$ cat config.mk
export PLATFORM = sky130hd
export DESIGN_NAME = store_commit_buffer_flat
export DESIGN_NICKNAME = d
export VERILOG_FILES = /design/src/rtl/store_commit_buffer_pkg.sv /design/src/rtl/store_commit_buffer_if.sv /design/src/rtl/store_commit_buffer_sb_lane_align.sv /design/src/rtl/store_commit_buffer.sv /design/src/flat_wrapper.sv
export SDC_FILE = /design/constraint.sdc
export NUM_CORES = 2
export LEC_CHECK = 0
export CAP_MARGIN = 20
export CELL_PAD_IN_SITES_DETAIL_PLACEMENT = 0
export CELL_PAD_IN_SITES_GLOBAL_PLACEMENT = 1
export CORE_MARGIN = 3
export CORE_UTILIZATION = 57
export DETAILED_ROUTE_END_ITERATION = 12
export GPL_TIMING_DRIVEN = 1
export PLACE_DENSITY_LB_ADDON = 0.1
export SETUP_SLACK_MARGIN = 0.4
export SYNTH_ARGS = -nofsm -noshare
export SYNTH_HDL_FRONTEND = slang
export SYNTH_SLANG_ARGS = --single-unit
$ cat constraint.sdc
create_clock -name clk -period 8.85 [get_ports clk]
set_input_delay 1.77 -clock clk [delete_from_list [all_inputs] [get_ports clk]]
set_output_delay 1.77 -clock clk [all_outputs]
set_load 0.1 [all_outputs]
$ cat src/rtl/store_commit_buffer_pkg.sv
// Shared sizing, entry/drain state encodings and the per-entry payload for the store commit buffer.
package store_commit_buffer_pkg;
  localparam int SB_ENTRIES = 16;
  localparam int PTR_W      = 4;
  localparam int ROB_ID_W   = 6;
  localparam int NUM_LANES  = 4;

  typedef enum logic [1:0] {ST_FREE, ST_ALLOC, ST_EXEC, ST_CMT} sb_state_e;
  typedef enum logic       {DR_IDLE, DR_REQ} drain_state_e;
  typedef enum logic [1:0] {SZ_BYTE, SZ_HALF, SZ_WORD, SZ_RSVD} sb_size_e;

  typedef struct packed {
    logic [ROB_ID_W-1:0] rob_id;
    logic [31:0]         addr;
    logic [31:0]         data;
    logic [1:0]          size;
  } sb_entry_t;
endpackage

$ cat src/rtl/store_commit_buffer_if.sv
// Drain-side write request bus from the store buffer to the data cache.
interface store_commit_buffer_if;
  logic        mem_req_valid_o;
  logic [31:0] mem_req_addr_o;
  logic [31:0] mem_req_data_o;
  logic [3:0]  mem_req_be_o;
  logic        mem_req_ready_i;

  modport master (output mem_req_valid_o, mem_req_addr_o, mem_req_data_o, mem_req_be_o,
                  input  mem_req_ready_i);
  modport slave  (input  mem_req_valid_o, mem_req_addr_o, mem_req_data_o, mem_req_be_o,
                  output mem_req_ready_i);
endinterface

$ cat src/rtl/store_commit_buffer_sb_lane_align.sv
// Turns size + low address bits + LSB-aligned data into byte enables and lane-replicated data.
module sb_lane_align
  import store_commit_buffer_pkg::*;
(
  input  logic [1:0]  size,
  input  logic [1:0]  addr_lo,
  input  logic [31:0] data,
  output logic [3:0]  be,
  output logic [31:0] lane_data
);
  always_comb begin
    be        = 4'h0;
    lane_data = data;
    case (sb_size_e'(size))
      SZ_BYTE: begin
        be        = 4'b0001 << addr_lo;
        lane_data = {NUM_LANES{data[7:0]}};
      end
      SZ_HALF: begin
        be        = 4'b0011 << {addr_lo[1], 1'b0};
        lane_data = {2{data[15:0]}};
      end
      SZ_WORD: be = 4'hF;
      default: be = 4'h0;
    endcase
  end
endmodule

$ cat src/rtl/store_commit_buffer.sv
// Store buffer: holds speculative stores, commits in ROB order, drains committed stores in order.
// Define STORE_FWD_EN to add the youngest-match store-to-load forwarding port.
module store_commit_buffer
  import store_commit_buffer_pkg::*;
(
  input  logic                clk,
  input  logic                rst_n,
  input  logic                alloc_valid_i,
  input  logic [ROB_ID_W-1:0] alloc_rob_id_i,
  output logic                alloc_ready_o,
  output logic [PTR_W-1:0]    alloc_sb_id_o,
  input  logic                exec_valid_i,
  input  logic [PTR_W-1:0]    exec_sb_id_i,
  input  logic [31:0]         exec_addr_i,
  input  logic [31:0]         exec_data_i,
  input  logic [1:0]          exec_size_i,
  input  logic                commit_valid_i,
  input  logic [ROB_ID_W-1:0] commit_rob_id_i,
  input  logic                flush_i,
  store_commit_buffer_if.master mem,
  output logic                commit_err_o,
  output logic                full_o,
  output logic                empty_o,
  output logic [PTR_W:0]      count_o
`ifdef STORE_FWD_EN
  ,
  input  logic [31:0]         fwd_addr_i,
  output logic                fwd_hit_o,
  output logic [31:0]         fwd_data_o,
  output logic [3:0]          fwd_be_o
`endif
);
  localparam logic [PTR_W:0] FULL_CNT = (PTR_W+1)'(SB_ENTRIES);

  sb_state_e        st_q [SB_ENTRIES];
  sb_state_e        st_d [SB_ENTRIES];
  sb_entry_t        ent_q [SB_ENTRIES];
  logic [PTR_W-1:0] head_q, cmt_q, tail_q, cmt_d;
  logic [PTR_W:0]   count_q, ncmt_q, ncmt_d;
  drain_state_e     dr_q, dr_d;
  logic             alloc_fire, exec_fire, commit_ok, head_cmt, dr_load, drain_fire;
  logic             commit_err_q;
  logic [31:0]      req_addr_q, req_data_q, head_data;
  logic [3:0]       req_be_q, head_be;

  assign full_o        = (count_q == FULL_CNT);
  assign empty_o       = (count_q == '0);
  assign count_o       = count_q;
  assign alloc_ready_o = !full_o;
  assign alloc_sb_id_o = tail_q;
  assign commit_err_o  = commit_err_q;

  assign alloc_fire = alloc_valid_i && alloc_ready_o && !flush_i;
  assign exec_fire  = exec_valid_i && !flush_i && (st_q[exec_sb_id_i] == ST_ALLOC);
  assign commit_ok  = commit_valid_i && (st_q[cmt_q] == ST_EXEC) &&
                      (ent_q[cmt_q].rob_id == commit_rob_id_i);
  assign cmt_d      = cmt_q + PTR_W'(commit_ok);
  // Committed-entry count is tracked separately: cmt_ptr - head aliases to 0 when all 16 are committed.
  assign ncmt_d     = ncmt_q + (PTR_W+1)'(commit_ok) - (PTR_W+1)'(drain_fire);
  // Bypass the commit pulse so the request can appear the cycle right after commit.
  assign head_cmt   = (st_q[head_q] == ST_CMT) || (commit_ok && (cmt_q == head_q));

  // Commit is applied before flush, so a store committed in the flush cycle survives.
  always_comb begin
    for (int i = 0; i < SB_ENTRIES; i++) st_d[i] = st_q[i];
    if (alloc_fire) st_d[tail_q]       = ST_ALLOC;
    if (exec_fire)  st_d[exec_sb_id_i] = ST_EXEC;
    if (commit_ok)  st_d[cmt_q]        = ST_CMT;
    if (drain_fire) st_d[head_q]       = ST_FREE;
    if (flush_i)
      for (int i = 0; i < SB_ENTRIES; i++)
        if (st_d[i] == ST_ALLOC || st_d[i] == ST_EXEC) st_d[i] = ST_FREE;
  end

  always_ff @(posedge clk or negedge rst_n) begin
    if (!rst_n) begin
      for (int i = 0; i < SB_ENTRIES; i++) begin
        st_q[i]  <= ST_FREE;
        ent_q[i] <= '0;
      end
      head_q       <= '0;
      cmt_q        <= '0;
      tail_q       <= '0;
      count_q      <= '0;
      ncmt_q       <= '0;
      commit_err_q <= 1'b0;
    end else begin
      for (int i = 0; i < SB_ENTRIES; i++) st_q[i] <= st_d[i];
      if (alloc_fire) ent_q[tail_q].rob_id <= alloc_rob_id_i;
      if (exec_fire) begin
        ent_q[exec_sb_id_i].addr <= exec_addr_i;
        ent_q[exec_sb_id_i].data <= exec_data_i;
        ent_q[exec_sb_id_i].size <= exec_size_i;
      end
      cmt_q  <= cmt_d;
      ncmt_q <= ncmt_d;
      if (drain_fire) head_q <= head_q + 1'b1;
      if (flush_i) begin
        tail_q  <= cmt_d;
        count_q <= ncmt_d;
      end else begin
        if (alloc_fire) tail_q <= tail_q + 1'b1;
        count_q <= count_q + (PTR_W+1)'(alloc_fire) - (PTR_W+1)'(drain_fire);
      end
      commit_err_q <= commit_valid_i && !commit_ok;
    end
  end

  sb_lane_align u_drain_align (
    .size      (ent_q[head_q].size),
    .addr_lo   (ent_q[head_q].addr[1:0]),
    .data      (ent_q[head_q].data),
    .be        (head_be),
    .lane_data (head_data)
  );

  always_ff @(posedge clk or negedge rst_n) begin
    if (!rst_n) dr_q <= DR_IDLE;
    else        dr_q <= dr_d;
  end

  always_comb begin
    dr_d       = dr_q;
    dr_load    = 1'b0;
    drain_fire = 1'b0;
    case (dr_q)
      DR_IDLE: if (head_cmt) begin
        dr_d    = DR_REQ;
        dr_load = 1'b1;
      end
      DR_REQ: if (mem.mem_req_ready_i) begin
        dr_d       = DR_IDLE;
        drain_fire = 1'b1;
      end
      default: dr_d = DR_IDLE;
    endcase
  end

  always_ff @(posedge clk or negedge rst_n) begin
    if (!rst_n) begin
      req_addr_q <= '0;
      req_data_q <= '0;
      req_be_q   <= '0;
    end else if (dr_load) begin
      req_addr_q <= {ent_q[head_q].addr[31:2], 2'b00};
      req_data_q <= head_data;
      req_be_q   <= head_be;
    end
  end

  assign mem.mem_req_valid_o = (dr_q == DR_REQ);
  assign mem.mem_req_addr_o  = req_addr_q;
  assign mem.mem_req_data_o  = req_data_q;
  assign mem.mem_req_be_o    = req_be_q;

`ifdef STORE_FWD_EN
  logic [3:0]       e_be   [SB_ENTRIES];
  logic [31:0]      e_data [SB_ENTRIES];
  logic [PTR_W-1:0] fwd_idx;
  logic             unused_fwd_lo;
  assign unused_fwd_lo = ^fwd_addr_i[1:0];

  for (genvar g = 0; g < SB_ENTRIES; g++) begin : g_fwd
    sb_lane_align u_align (
      .size      (ent_q[g].size),
      .addr_lo   (ent_q[g].addr[1:0]),
      .data      (ent_q[g].data),
      .be        (e_be[g]),
      .lane_data (e_data[g])
    );
  end

  // Walk oldest to youngest; later hits overwrite so the youngest match wins.
  always_comb begin
    fwd_hit_o  = 1'b0;
    fwd_data_o = '0;
    fwd_be_o   = '0;
    fwd_idx    = head_q;
    for (int k = 0; k < SB_ENTRIES; k++) begin
      fwd_idx = head_q + PTR_W'(k);
      if ((st_q[fwd_idx] == ST_EXEC || st_q[fwd_idx] == ST_CMT) &&
          ent_q[fwd_idx].addr[31:2] == fwd_addr_i[31:2]) begin
        fwd_hit_o  = 1'b1;
        fwd_data_o = e_data[fwd_idx];
        fwd_be_o   = e_be[fwd_idx];
      end
    end
  end
`endif
endmodule

$ cat src/flat_wrapper.sv
// flat-port wrapper written by rule: the top's interface ports become plain ports
module store_commit_buffer_flat import store_commit_buffer_pkg::*;
  (clk, rst_n, alloc_valid_i, alloc_rob_id_i, alloc_ready_o, alloc_sb_id_o, exec_valid_i, exec_sb_id_i, exec_addr_i, exec_data_i, exec_size_i, commit_valid_i, commit_rob_id_i, flush_i, commit_err_o, full_o, empty_o, count_o, mem_mem_req_valid_o, mem_mem_req_addr_o, mem_mem_req_data_o, mem_mem_req_be_o, mem_mem_req_ready_i);
  store_commit_buffer_if mem_i ();
  input  logic clk;
  input  logic rst_n;
  input  logic alloc_valid_i;
  input  logic [ROB_ID_W-1:0] alloc_rob_id_i;
  output logic alloc_ready_o;
  output logic [PTR_W-1:0] alloc_sb_id_o;
  input  logic exec_valid_i;
  input  logic [PTR_W-1:0] exec_sb_id_i;
  input  logic [31:0] exec_addr_i;
  input  logic [31:0] exec_data_i;
  input  logic [1:0] exec_size_i;
  input  logic commit_valid_i;
  input  logic [ROB_ID_W-1:0] commit_rob_id_i;
  input  logic flush_i;
  output logic commit_err_o;
  output logic full_o;
  output logic empty_o;
  output logic [PTR_W:0] count_o;
  output wire logic [$bits(mem_i.mem_req_valid_o)-1:0] mem_mem_req_valid_o;
  output wire logic [$bits(mem_i.mem_req_addr_o)-1:0] mem_mem_req_addr_o;
  output wire logic [$bits(mem_i.mem_req_data_o)-1:0] mem_mem_req_data_o;
  output wire logic [$bits(mem_i.mem_req_be_o)-1:0] mem_mem_req_be_o;
  input wire logic [$bits(mem_i.mem_req_ready_i)-1:0] mem_mem_req_ready_i;
  assign mem_mem_req_valid_o = mem_i.mem_req_valid_o;
  assign mem_mem_req_addr_o = mem_i.mem_req_addr_o;
  assign mem_mem_req_data_o = mem_i.mem_req_data_o;
  assign mem_mem_req_be_o = mem_i.mem_req_be_o;
  assign mem_i.mem_req_ready_i = mem_mem_req_ready_i;
  store_commit_buffer u_core (.clk(clk), .rst_n(rst_n), .alloc_valid_i(alloc_valid_i), .alloc_rob_id_i(alloc_rob_id_i), .alloc_ready_o(alloc_ready_o), .alloc_sb_id_o(alloc_sb_id_o), .exec_valid_i(exec_valid_i), .exec_sb_id_i(exec_sb_id_i), .exec_addr_i(exec_addr_i), .exec_data_i(exec_data_i), .exec_size_i(exec_size_i), .commit_valid_i(commit_valid_i), .commit_rob_id_i(commit_rob_id_i), .flush_i(flush_i), .mem(mem_i), .commit_err_o(commit_err_o), .full_o(full_o), .empty_o(empty_o), .count_o(count_o));
endmodule
==> qor.txt <==
Final WL - 146000 um
Post-Layout Cell Count - 5427
Max-slew violations - 0
Max VDD drop - 0.2097 mV
Data arrival, critical path - 5.70 ns
Cts repair resizes - 0
GP Congestion - 0.8521
Final period util - 0.5701
Worst slew margin - 0.2067
Layout area overhead - 12.66%
Worst r2r src - u_core.head_q[1]$_DFFE_PN0P_
Share of layout cells above drive strength 1 - 0.4344
Port Buffers - 168
Crit Path Max Fanout - 34
# IOs - 171
Pre-CTS setup slack - 3.179 ns
Most frequent cells in the layout - dfrtp_1 (1269), mux2_2 (1063), nand2_1 (437)
Total track usage - 0.2814
Commonest non-fill, non-tap cell in the layout - dfrtp_1
Synth async-reset ratio - 1.000
CP startpoint kind - primary input
Crit path required time - 9.50 ns
Die area - 0.1060 sq mm
Synthesis-stage register bit count - 1274
Vias in the first global route - 37067
Number of DRC markers in iteration 0 - 2710
Leak - 31.18 nW
Power per standard cell area - 248.2 mW/mm^2
Num CTS Buffers - 138
Detailed placement HPWL - 84730 um
Slew at the pin with the worst max-slew slack - 1.190 ns
Htree depth - 4
Mapped Area - 0.05820 sq mm
Core Region - 0.1007 sq mm
Initial antenna violation count - 7
Skew final - 0.01671 ns
First-pass iteration count of the detailed router - 7
Worst Hold Launch - u_core.ent_q[55]$_DFFE_PN0P_
EDFF count, synth - 0
# nets final - 4079
Unrepaired setup endpoints after global routing - false
Syn Area/Cell - 14.85 sq um
# Post-CTS Setup Buffers - 0
Top_reg_cell synth - dfrtp_1
Detailed-route DRC error count - 0
Distinct cells, synth - 57
Synth warnings - 0
Congestion Overflow GR - 0
WS Path Type - in2reg
Vias per cell - 6.265
Final setup margin - 3.805 ns
Reg clk slew, reported paths - 0.06 ns
CTS Root Cell - clkbuf_16
Post-Syn Instances - 3920
Clock sinks - 1274
Maxcap violations - 0
Fin. Hold Viols - 0
Routed Antenna Nets - 0
Sequential area share after synthesis - 0.5478
Peak Freq - 198.2 MHz
CTS tree - done
CTS Hold Bufs - 0
Final setup violation count - 0
Critical path launch point - flush_i
Largest net degree at the start of global routing - 195
Clk buf depth - 3
Vias after detailed routing - 34001
First-pass GRT wire length - 228600 um
Later-pin clock latency in the skew report - 0.73 ns
Placed cells - 5182
Die Width - 325.5 um
DIE HEIGHT - 325.5 um
Row count - 116
Crit path time final - 5.045 ns
Setup crit end kind - flip-flop
Starting Density - 0.5778
WL/cell - 26.90 um
Worst Hold Class - reg2reg
Status - completed
Setup tns final - 0 ns
-- worst max-delay path: stages --
cell and delay, ns:
clkdlybuf4s50_1 0.89, clkinv_1 0.20, buf_4 0.38, nand4_1 0.30, or2_2 0.42, nor2_4 0.46
buf_4 0.43, buf_4 0.56, nand2_1 0.12, nand2_1 0.10
-- path summary, 6_finish.rpt --
kind / cells past startpoint / endpoint / slack (ns)
setup / recovery: 10 / u_core.ent_q[37]$_DFFE_PN0P_ / 3.80
hold / removal: 2 / u_core.ent_q[55]$_DFFE_PN0P_ / 0.46
setup reg to reg: 9 / u_core.mem.mem_req_addr_o[5]$_DFFE_PN0P_ / 3.94
hold reg to reg: 2 / u_core.ent_q[55]$_DFFE_PN0P_ / 0.46
max in group asynchronous: 3 / u_core.ent_q[870]$_DFFE_PN0P_ / 5.78
min in group asynchronous: 1 / u_core.ent_q[789]$_DFFE_PN0P_ / 1.05
-- power by group --
| group | switching (W) | internal [W] |
|---|---|---|
| Combinational | 0.00218 | 0.00166 |
| Clock | 0.00227 | 0.00346 |
| Sequential | 0.000461 | 0.00624 |
-- registers in the layout, indices dropped and copies added, names as in the netlist --
| register | cells |
|---|---|
| u_core.alloc_sb_id_o | 4 |
| u_core.cmt_q | 4 |
| u_core.commit_err_o | 1 |
| u_core.count_o | 5 |
| u_core.ent_q | 1152 |
| u_core.head_q | 4 |
| u_core.mem.mem_req_addr_o | 30 |
| u_core.mem.mem_req_be_o | 4 |
| u_core.mem.mem_req_data_o | 32 |
| u_core.mem.mem_req_valid_o | 1 |
| u_core.ncmt_q | 5 |
| u_core.st_q | 32 |
-- cell families (layout without fill, tap and decap cells) --
kind of cell,after synthesis,after routing,share of synthesized area
AO/OA/AOI/OAI,140,140,0.01464
XOR/XNOR,28,28,0.004214
adder cells (fa/ha/maj),23,23,0.005203
buffers and inverters,371,518,0.02558
flip-flops,1274,1274,0.5478
multiplexers,1492,1492,0.3605
other,1,4,0.00006443
AND/OR/NAND/NOR,591,591,0.04199
-- synth_stat cells, drive strengths merged, types with 2 or more instances --
cell type  count  area share
nor3           9     0.00077
o211ai         3     0.00039
buf          139       0.011
mux2        1103        0.22
nand3b         3     0.00039
mux2i         28      0.0048
a21o           3     0.00039
o2111ai        2     0.00030
nand2        439       0.028
xor2          11      0.0017
o221ai         8      0.0012
a311oi         2     0.00030
nor3b          4     0.00052
inv           44      0.0028
nand4         10      0.0011
a22oi          2     0.00026
and3           2     0.00021
and2           6     0.00065
ha            21      0.0045
fa             2     0.00069
mux4         361        0.14
nand3         27      0.0023
nand2b        11      0.0012
a21oi         48      0.0041
dfrtp       1274        0.55
a2111oi        2     0.00030
nor2b          8     0.00086
xnor2         17      0.0026
or2            2     0.00021
a32oi          3     0.00045
nor4           2     0.00021
nor2          58      0.0037
clkbuf       187       0.012
a211oi         3     0.00039
nand4b         4     0.00060
o21ai         47      0.0040
o22ai          8     0.00086
nor4b          2     0.00030
-- routing by layer --
metal,up-vias,part of all wire,track usage
li1,14309,-,-
met2,948,0.49,0.4573
met1,18521,0.44,0.4025
met5,-,0.00026,0
met4,6,0.020,0.06834
met3,217,0.051,0.04661
-- metrics by stage --
stage | util | area (sq um) | total power (W) | hold WS (ns)
final | 0.6509 | 65560 | 0.01627 | 0.4617
after global routing | 0.6509 | 65560 | 0.01694 | 0.4760
after CTS | 0.6506 | 65540 | 0.01644 | 0.4660
after detailed placement | 0.6057 | 61010 | 0.01068 | 0.4523
after global placement | 0.6055 | 60990 | 0.01058 | 0.4441
after floorplan | - | 58200 | 0.009552 | 0.4335
-- layout make-up --
type	count	area, sq um
fill	7135	35160
antenna	2	5.005
tap	1357	1698
sequential	1274	31900
clock buffer	206	4115
inverter	45	168.9
multi-input combinational	2276	24970
timing repair buffer	232	2300
clock inverter	35	409.1
(Power assumes the default switching activity.)
